`config.mk`:
```
export PLATFORM = sky130hd
export DESIGN_NAME = button_conditioner
export DESIGN_NICKNAME = d
export VERILOG_FILES = /design/src/rtl/button_conditioner.sv
export SDC_FILE = /design/constraint.sdc
export NUM_CORES = 1
export LEC_CHECK = 0
export ABC_CLOCK_PERIOD_IN_PS = 2900
export BUFFER_PORTS_ARGS = -buffer_cell sky130_fd_sc_hd__buf_2
export CAP_MARGIN = 25
export CELL_PAD_IN_SITES_DETAIL_PLACEMENT = 1
export CELL_PAD_IN_SITES_GLOBAL_PLACEMENT = 2
export CORE_MARGIN = 5
export CORE_UTILIZATION = 40
export DETAILED_ROUTE_END_ITERATION = 8
export PLACE_DENSITY = 0.77
export SLEW_MARGIN = 30
export SYNTH_ARGS = -nofsm -noshare
export SYNTH_HDL_FRONTEND = slang
export SYNTH_SLANG_ARGS = --single-unit
```
`constraint.sdc`:
```
create_clock -name clk -period 2.9 [get_ports clk]
set_clock_uncertainty 0.2 [all_clocks]
set_input_delay 0.725 -clock clk [delete_from_list [all_inputs] [get_ports clk]]
set_output_delay 0.725 -clock clk [all_outputs]
set_load 0.01 [all_outputs]
```
`src/rtl/button_conditioner.sv`:
```
// Purpose: synchronise, debounce and edge-detect raw push-button / switch inputs.
// Latency: an input change that holds is committed DEBOUNCE_CYCLES+3 clk edges after it appears.
// Backpressure: none; level, pulse and toggle outputs are free-running registered values.
module button_conditioner #(
   parameter int                N_BTN           = 4,
   parameter int                DEBOUNCE_CYCLES = 1000000,
   parameter int                CNT_W           = 20,
   parameter logic [N_BTN-1:0]  TOGGLE_MASK     = N_BTN'(1)
) (
   input  logic             clk,
   input  logic             rst,
   input  logic [N_BTN-1:0] btn_in,
   output logic [N_BTN-1:0] btn_level,
   output logic [N_BTN-1:0] btn_rise,
   output logic [N_BTN-1:0] btn_fall,
   output logic [N_BTN-1:0] btn_toggle
);

   // Terminal count: a candidate value is accepted when it is still present
   // with the counter sitting here.
   localparam logic [CNT_W-1:0] CNT_MAX = CNT_W'(DEBOUNCE_CYCLES - 1);

   typedef enum logic [1:0] {
      S_LOW      = 2'd0,
      S_LOW_CHK  = 2'd1,
      S_HIGH     = 2'd2,
      S_HIGH_CHK = 2'd3
   } state_t;

   logic [N_BTN-1:0] sync1;
   logic [N_BTN-1:0] sync2;

   // Two-flop synchroniser on every channel; only sync2 is used downstream.
   always_ff @(posedge clk or negedge rst) begin
      if (!rst) begin
         sync1 <= '0;
         sync2 <= '0;
      end else begin
         sync1 <= btn_in;
         sync2 <= sync1;
      end
   end

   for (genvar i = 0; i < N_BTN; i++) begin : g_ch
      state_t           state;
      state_t           state_nxt;
      logic [CNT_W-1:0] cnt;
      logic [CNT_W-1:0] cnt_nxt;
      logic             commit_press;
      logic             commit_release;
      logic             level_q;
      logic             level_nxt;
      logic             rise_q;
      logic             fall_q;
      logic             toggle_q;
      logic             toggle_nxt;

      // State and hold-counter register.
      always_ff @(posedge clk or negedge rst) begin
         if (!rst) begin
            state <= S_LOW;
            cnt   <= '0;
         end else begin
            state <= state_nxt;
            cnt   <= cnt_nxt;
         end
      end

      // Next-state logic: a candidate value must survive to the terminal
      // count; any reversion during the check window is treated as bounce.
      always_comb begin
         state_nxt      = state;
         cnt_nxt        = cnt;
         commit_press   = 1'b0;
         commit_release = 1'b0;
         case (state)
            S_LOW: begin
               if (sync2[i]) begin
                  state_nxt = S_LOW_CHK;
                  cnt_nxt   = '0;
               end
            end
            S_LOW_CHK: begin
               if (!sync2[i]) begin
                  state_nxt = S_LOW;
                  cnt_nxt   = '0;
               end else if (cnt == CNT_MAX) begin
                  state_nxt    = S_HIGH;
                  cnt_nxt      = '0;
                  commit_press = 1'b1;
               end else begin
                  cnt_nxt = cnt + CNT_W'(1);
               end
            end
            S_HIGH: begin
               if (!sync2[i]) begin
                  state_nxt = S_HIGH_CHK;
                  cnt_nxt   = '0;
               end
            end
            S_HIGH_CHK: begin
               if (sync2[i]) begin
                  state_nxt = S_HIGH;
                  cnt_nxt   = '0;
               end else if (cnt == CNT_MAX) begin
                  state_nxt      = S_LOW;
                  cnt_nxt        = '0;
                  commit_release = 1'b1;
               end else begin
                  cnt_nxt = cnt + CNT_W'(1);
               end
            end
            default: begin
               state_nxt = S_LOW;
               cnt_nxt   = '0;
            end
         endcase
      end

      // Output decode: next level and toggle values from the commit strobes.
      // Unmasked channels never flip, so their toggle stays at its reset 0.
      always_comb begin
         level_nxt = level_q;
         if (commit_press) begin
            level_nxt = 1'b1;
         end else if (commit_release) begin
            level_nxt = 1'b0;
         end
         toggle_nxt = toggle_q ^ (commit_press & TOGGLE_MASK[i]);
      end

      // Output register: keeps every output free of paths from btn_in and
      // makes the rise/fall strobes exactly one cycle wide.
      always_ff @(posedge clk or negedge rst) begin
         if (!rst) begin
            level_q  <= 1'b0;
            rise_q   <= 1'b0;
            fall_q   <= 1'b0;
            toggle_q <= 1'b0;
         end else begin
            level_q  <= level_nxt;
            rise_q   <= commit_press;
            fall_q   <= commit_release;
            toggle_q <= toggle_nxt;
         end
      end

      assign btn_level[i]  = level_q;
      assign btn_rise[i]   = rise_q;
      assign btn_fall[i]   = fall_q;
      assign btn_toggle[i] = toggle_q;
   end

endmodule

```
==> Yosys cells after proc, flatten, opt, wreduce, memory -nomap -nowiden <==
Index checks and enable logic that the tools add are counted.
{ "classes": {"eq_ne": 32, "mul": 0, "shift": 0, "n_bitwise": 1, "n_addsub": 4, "reduce_logical": 16, "magnitude_cmp": 0, "n_mux": 80, "n_div": 0} }
{ "op_table": {"columns": ["cell", "n"], "rows": [
  ["20-bit two-way mux", 20],
  ["20-bit case mux with 4 select lines", 4],
  ["20-bit by 1-bit adder with 20-bit output, second input constant", 4],
  ["20-bit equality test, second input constant", 4],
  ["2-bit two-way mux", 24],
  ["2-bit case mux with 4 select lines", 4],
  ["1-bit two-way mux", 28],
  ["3-bit inequality test, second input constant", 8],
  ["2-bit equality test, second input constant", 8],
  ["2-bit inequality test, second input constant", 8],
  ["4-bit AND reduction", 4],
  ["2-bit by 1-bit equality test with 1-bit output, second input constant", 4],
  ["2-bit logical NOT", 4],
  ["2-bit AND reduction", 4],
  ["2-bit nonzero test", 4],
  ["1-bit XOR", 1]
]} }
{ "word_totals": {"mem_bits_ro": 0, "n_memories": 0, "in_bits": 6, "mem_bits_rw": 0, "out_inout_bits": 16, "latchBits": 0, "regBits": 109} }

==> Depth between registers and ports, before layout <==
Gate-level depths: netlist of run 1.
{ "logic_depth": {"word_depth": 6, "ltp_mapped": 8} }

==> Worst setup path after synthesis of run 1 <==
OpenSTA, ideal clock, no wires.
{ "synth_path": {"path_type": "register to register", "from": "register g_ch[3].cnt[11]", "to": "register g_ch[3].cnt[0]", "arrival_ns": 1.858, "stages_incl_launch_ff": 7, "synth_period_minus_slack_ns": 2.183, "setup_time_ns": 0.125, "path_slack_ns": 0.717, "n_path_buf": 2, "path_cell_list": "dfrtp_1 > buf_6 > or4_4 > nor4_4 > a31oi_4 > buf_6 > mux2_2"} }
{ "synth_via": {"elab_chain_cells": 4, "elab_cells_between_ends": 5, "cone_classes": "eq/ne: 1; mux: 4"} }
{ "synth_rtl": {"columns": ["element", "line", "rtl"], "rows": [
  ["from (decl)", "47", "logic [CNT_W-1:0] cnt;"],
  ["from (signal assigned)", "65", "cnt <= cnt_nxt;"],
  ["20-bit equality test *", "87, 105", null],
  ["20-bit two-way mux *", "87, 105", null],
  ["20-bit two-way mux (on tied branches)", "102, 84", null],
  ["20-bit case mux with 4 select lines *", "76", "case (state)"]
]} }
Mark *: on every way between the ends. The rest lies on a longest branch, timed or not.
A chain may end at the register's enable or synchronous reset.

==> impl_metrics.csv, run 1 <==
group,metric,value,unit
status,status,"completed",
critical_path,r2r_setup_slack,0.33,ns
timing,tns,0,ns
pwr,max-vdd-ir-drop,0.000369,V
floorplan,dieArea,16900,sq um
cells_and_area,layout_commonest_cell,"dfrtp_1",
place,pre_cts_ws,0.280,ns
critical_path,slowest_delay,0.76,ns
place,place_area,5910,sq um
pwr,p_per_area,662,nW/um^2
cells_and_area,n_antenna_cell,0,
drt,vias,4639,
drt,wl_per_cell,17.3,um
cells_and_area,fin_util,44.7,%
drt,finalWirelength,13.8,mm
timing,max_slew_margin,38.3,%
clock_tree,cts_root_buf,"clkbuf_16",
critical_path,crit_arrival,2.66,ns
clock_tree,cts.sinks,109,
clock_tree,cts_tree,"yes",
drt,ant_nets,0,
critical_path,path_class,"reg -> reg",
synthesis,yosysUniqueCellTypes,60,
critical_path,crit_slowest_cell,"a31oi_4",
cells_and_area,stdcell_area,6250,sq um
timing,maxSlewViolCount,0,
drt,drc,0,
floorplan,die_w,130,um
global_route,gr-total-overflow,0,
clock_tree,cts_setup_buffers,0,
global_route,antenna_found_initial,0,
cells_and_area,drive_above_1_share,10.7,%
floorplan,initial_core_util,41.2,%
synthesis,avgSynthCellArea,9.38,sq um
timing,worst_pin_slew,0.926,ns
critical_path,reg2regPathDepth,5,
clock_tree,insertion_delay,0.35,ns
synthesis,synth_ff_type,"dfrtp_1",
synthesis,synth_cells,614,
clock_tree,ctsHoldBuffers,0,
synthesis,synth-async-reset-ratio,100,%
synthesis,yosysTopAreaCell,"dfrtp_1",
synthesis,synth_top_area_share,47.4,%
critical_path,crit_fanout,36,
floorplan,die_h,130,um
clock_tree,cts_max_level,3,
cells_and_area,area_growth,8.49,%
synthesis,ys_warn_count,0,
run,drv_cap,0,
timing,setup_viol,0,
timing,timing.final.ws_setup,0.333,ns
timing,min_period_over_period,88.5,%
drt,vias_per_cell,5.81,
timing,rsz0062_at_grt,"no",
synthesis,synthTopCellsByArea,"dfrtp_1, nand3_1, nand2_1",
clock_tree,post_cts_resized,0,
critical_path,crit_path_end_kind,"register",
synthesis,ys_seq_area_share,47.4,%
timing,timing.fmax,390,MHz
critical_path,reg2reg_to,"g_ch[3].cnt[19]",
drt,drtIter0Drc,151,
place,place.gp.congestion,0.819,
critical_path,required,2.99,ns
cells_and_area,most-common-layout-cells,"dfrtp_1, nand2_1, nand3_1",
drt,drt_pass1_iterations,4,
floorplan,coreArea,14000,sq um
synthesis,syn_area,5760,sq um
critical_path,path_cells,"xor2_1 > nand2_1 > a31oi_4 > or3b_2 > nand3_1",
clock_tree,cts_buffers,9,
worst_hold_path,hold_path.class,"in -> async",
place,numPortBuffers,18,
clock_tree,cts_max_path_buffers,2,
floorplan,io_pins,22,
global_route,grt_pass1_vias,4786,
global_route,grt_pass1_wl,24.1,mm
pwr,leakage,2.66,nW
timing,fin_crit,2.57,ns
place,dp_hpwl,9.38,mm
cells_and_area,fin_nets,625,
timing,hold_viol_final,0,
critical_path,startpoint_type,"register",
global_route,grt_usage,17.6,%
global_route,grt_max_degree,46,
floorplan,rows,43,
synthesis,synth_enable_flop_cells,0,
synthesis,ys_seq_elements,109,
clock_tree,clkSlewWorstSetupHoldPaths,0.07,ns
## sequential cells by signal (all words and copies together), names as in the netlist, named ones only
| signal | cells |
|---|---|
| g_ch.cnt | 80 |
| sync1 | 4 |
| g_ch.state | 4 |
| g_ch.toggle_q | 1 |
| g_ch.fall_q | 4 |
| g_ch.level_q | 4 |
| sync2 | 4 |
| g_ch.rise_q | 4 |
## worst max-delay path, delay by kind of cell, from the launching register on
kind	cells	cell delay [ns]
and+or+nand+nor	3	0.77
AOI/OAI and AO/OA	1	0.76
DFF	1	0.42
xor gates and xnor gates	1	0.34
## where the power goes
| group | internal (mW) | switching [mW] | leakage, nW |
|---|---|---|---|
| clock | 0.803 | 0.576 | 0.163 |
| sequential | 1.62 | 0.129 | 1.48 |
| combinational | 0.331 | 0.681 | 1.01 |
## synthesized netlist by cell type, types with 9 or more instances
master and instances:
clkbuf_1 10, inv_1 16, buf_4 16, and3_1 17
a21oi_1 34, dfrtp_1 109, a22o_1 9, nand3_1 48
nand2_1 64, nor3_1 18, a31oi_1 37, nor2_1 44
o21ai_0 25, xor2_1 11, nand4_1 21
## worst max-delay path by stage
stage                         start         endpoint  slack, ns  cells past startpoint
floorplan           g_ch[3].cnt[11]   g_ch[3].cnt[0]       0.72                      6
global placement     g_ch[2].cnt[0]  g_ch[2].cnt[19]       0.42                      7
detailed placement   g_ch[2].cnt[0]  g_ch[2].cnt[19]       0.28                      7
CTS                  g_ch[2].cnt[0]  g_ch[2].cnt[19]       0.26                      7
global route               register  g_ch[3].cnt[19]       0.13                      5
finish                     register  g_ch[3].cnt[19]       0.33                      5
## per-layer routing
| metal | wire length [um] | GRT usage [%] | up-vias |
|---|---|---|---|
| met5 | 0 | 0 | - |
| met4 | 151 | 4.28 | 0 |
| met3 | 356 | 4.01 | 15 |
| met2 | 6690 | 29.3 | 51 |
| met1 | 6640 | 23.4 | 2337 |
| li1 | - | - | 2236 |
## metrics by stage
step	std cells	power, mW	hold WS (ns)
5_1_grt	799	4.40	0.121
6_report	799	4.14	0.105
2_1_floorplan	616	2.55	0.131
3_3_place_gp	783	2.75	0.133
4_1_cts	799	4.19	0.105
3_5_place_dp	783	2.79	0.136
## cells by family (layout without fill, tap and decap cells)
group | after synthesis | in the layout | share of synthesized area [%]
AOI/OAI and AO/OA | 143 | 143 | 16.2
xor gates and xnor gates | 19 | 19 | 2.89
adders and majority gates | 5 | 5 | 1.09
buffers and inverters | 56 | 59 | 5.52
DFF | 109 | 109 | 47.4
muxes | 10 | 10 | 1.80
other | 1 | 3 | 0.0651
and+or+nand+nor | 271 | 271 | 25.0
## cell type report
class | count | area, sq um
fillers | 1637 | 7740
inverters | 16 | 60.1
multi-input cells | 451 | 2740
flip-flops and latches | 109 | 2730
repair buffers | 27 | 173
clock buffers | 12 | 256
clock inverters | 4 | 70.1
well taps | 180 | 225
No activity file was read; power rests on OpenSTA's default activity.
==> run 2, diff against run 1 <==
Settings changed: CORE_ASPECT_RATIO from default to 0.8.
==> run 2 against run 1 <==
  * Combinational power is essentially flat
  * Clock-buffer cell count is the same
  * Sequential share of layout area up 0.26 points
  * Clock power shrank 15%
  * Flip-flop and latch count stayed put
  * Largest power group unchanged
  * Via count hardly changed
  * Final area decreased by 0.60%
  * Critical path type unchanged
==> impl_metrics.csv, run 2 (synthesized netlist as in run 1, its figures left out) <==
group,metric,value,unit
status,status,"completed",
drt,drtIter0Drc,211,
cells_and_area,largest_reg_flops,80,
critical_path,path_class,"reg -> reg",
clock_tree,insertion_delay,0.35,ns
global_route,antenna_found_initial,0,
timing,timing.fmax,391,MHz
pwr,switching_share,35.1,%
floorplan,coreArea,14200,sq um
drt,wl_per_cell,17.5,um
place,dp_hpwl,9.86,mm
global_route,grt_pass1_vias,4717,
pwr,leakage,2.64,nW
global_route,gr-total-overflow,0,
timing,fin_crit,2.56,ns
critical_path,crit_path_end_kind,"register",
cells_and_area,layout_commonest_cell,"dfrtp_1",
floorplan,dieArea,16900,sq um
critical_path,required,2.99,ns
cells_and_area,area_growth,7.84,%
clock_tree,clkSlewWorstSetupHoldPaths,0.07,ns
critical_path,crit_fanout,36,
critical_path,startpoint_type,"register",
floorplan,die_w,144,um
clock_tree,ctsHoldBuffers,0,
clock_tree,post_cts_resized,0,
global_route,grt_usage,17.7,%
cells_and_area,n_antenna_cell,0,
clock_tree,cts.sinks,109,
critical_path,crit_arrival,2.65,ns
cells_and_area,fin_nets,628,
critical_path,reg2reg_to,"g_ch[3].cnt[19]",
place,numPortBuffers,18,
pwr,p_per_area,635,nW/um^2
global_route,grt_max_degree,43,
timing,max_slew_margin,38.0,%
timing,maxSlewViolCount,0,
clock_tree,cts_max_path_buffers,2,
run,drv_cap,0,
worst_hold_path,hold_path.class,"in -> async",
critical_path,r2r_setup_slack,0.34,ns
drt,drc,0,
cells_and_area,most-common-layout-cells,"dfrtp_1, nand2_1, nand3_1",
clock_tree,cts_root_buf,"clkbuf_16",
floorplan,io_pins,22,
drt,ant_nets,0,
pwr,p_sw,1.39,mW
cells_and_area,stdcell_area,6210,sq um
place,place_area,5940,sq um
clock_tree,cts_buffers,9,
timing,rsz0062_at_grt,"no",
pwr,p_comb_share,26.1,%
floorplan,initial_core_util,40.6,%
timing,setup_viol,0,
cells_and_area,drive_above_1_share,10.8,%
timing,min_period_over_period,88.3,%
timing,tns,0,ns
global_route,grt_pass1_wl,24.6,mm
drt,vias_per_cell,5.77,
clock_tree,cts_setup_buffers,0,
drt,finalWirelength,14.1,mm
drt,drt_pass1_iterations,4,
timing,hold_viol_final,0,
floorplan,rows,39,
pwr,seqPwrFrac,44.3,%
pwr,pwr-share-clk,29.5,%
timing,worst_pin_slew,0.930,ns
pwr,intPower,2.56,mW
drt,vias,4643,
cells_and_area,regMostFlops,"g_ch.cnt",
clock_tree,cts_max_level,3,
critical_path,reg2regPathDepth,5,
pwr,max-vdd-ir-drop,0.000318,V
place,place.gp.congestion,0.809,
clock_tree,cts_tree,"yes",
floorplan,die_h,117,um
run 2: per-stage QoR:
step	power (mW)	instances	util, %	hold WS (ns)	setup slack (ns)
floorplan	2.55	616	-	0.131	0.717
global placement	2.77	790	41.8	0.131	0.431
detailed placement	2.83	790	41.8	0.140	0.342
CTS	4.02	805	43.7	0.0742	0.308
global route	4.23	805	43.7	0.0894	0.124
finish	3.95	805	43.7	0.0731	0.341
run 2: worst max-delay path by stage:
stage,slack (ns),start,cells past startpoint,end
after floorplan,0.72,g_ch[3].cnt[11],6,g_ch[3].cnt[0]
after global placement,0.43,register,5,g_ch[3].cnt[19]
after detailed placement,0.34,register,5,g_ch[3].cnt[19]
after CTS,0.31,register,5,g_ch[3].cnt[19]
after global routing,0.12,register,5,g_ch[3].cnt[19]
final,0.34,register,5,g_ch[3].cnt[19]
run 2: per-layer routing:
metal  global-route usage (%)  up-vias  share of wire, %
met2                     26.3       33                47
met3                     3.70        8               2.1
met5                        0        -                 0
li1                         -     2252                 -
met1                     26.3     2350                50
met4                     4.60        0               1.0
run 2: worst max-delay path, stage by stage, from the launching register on:
cell	delay, ns
dfrtp_1	0.43
xor2_1	0.32
nand2_1	0.19
a31oi_4	0.77
or3b_2	0.49
nand3_1	0.08
run 2: layout make-up:
| type | count | area [sq um] |
|---|---|---|
| Clock buffer | 12 | 246 |
| Clock inverter | 3 | 22.5 |
| Fill cell | 1627 | 7990 |
| Inverter | 16 | 60.1 |
| Multi-Input combinational cell | 451 | 2730 |
| Sequential cell | 109 | 2730 |
| Tap cell | 184 | 230 |
| Timing Repair Buffer | 30 | 195 |
run 2: power by group through the flow:
stage                     Combinational, mW  Clock [mW]  Sequential (mW)
after floorplan                       0.811           0             1.73
after global placement                 1.00           0             1.77
after detailed placement               1.05           0             1.78
after CTS                              1.05        1.22             1.75
after global routing                   1.19        1.27             1.77
final                                  1.03        1.17             1.75
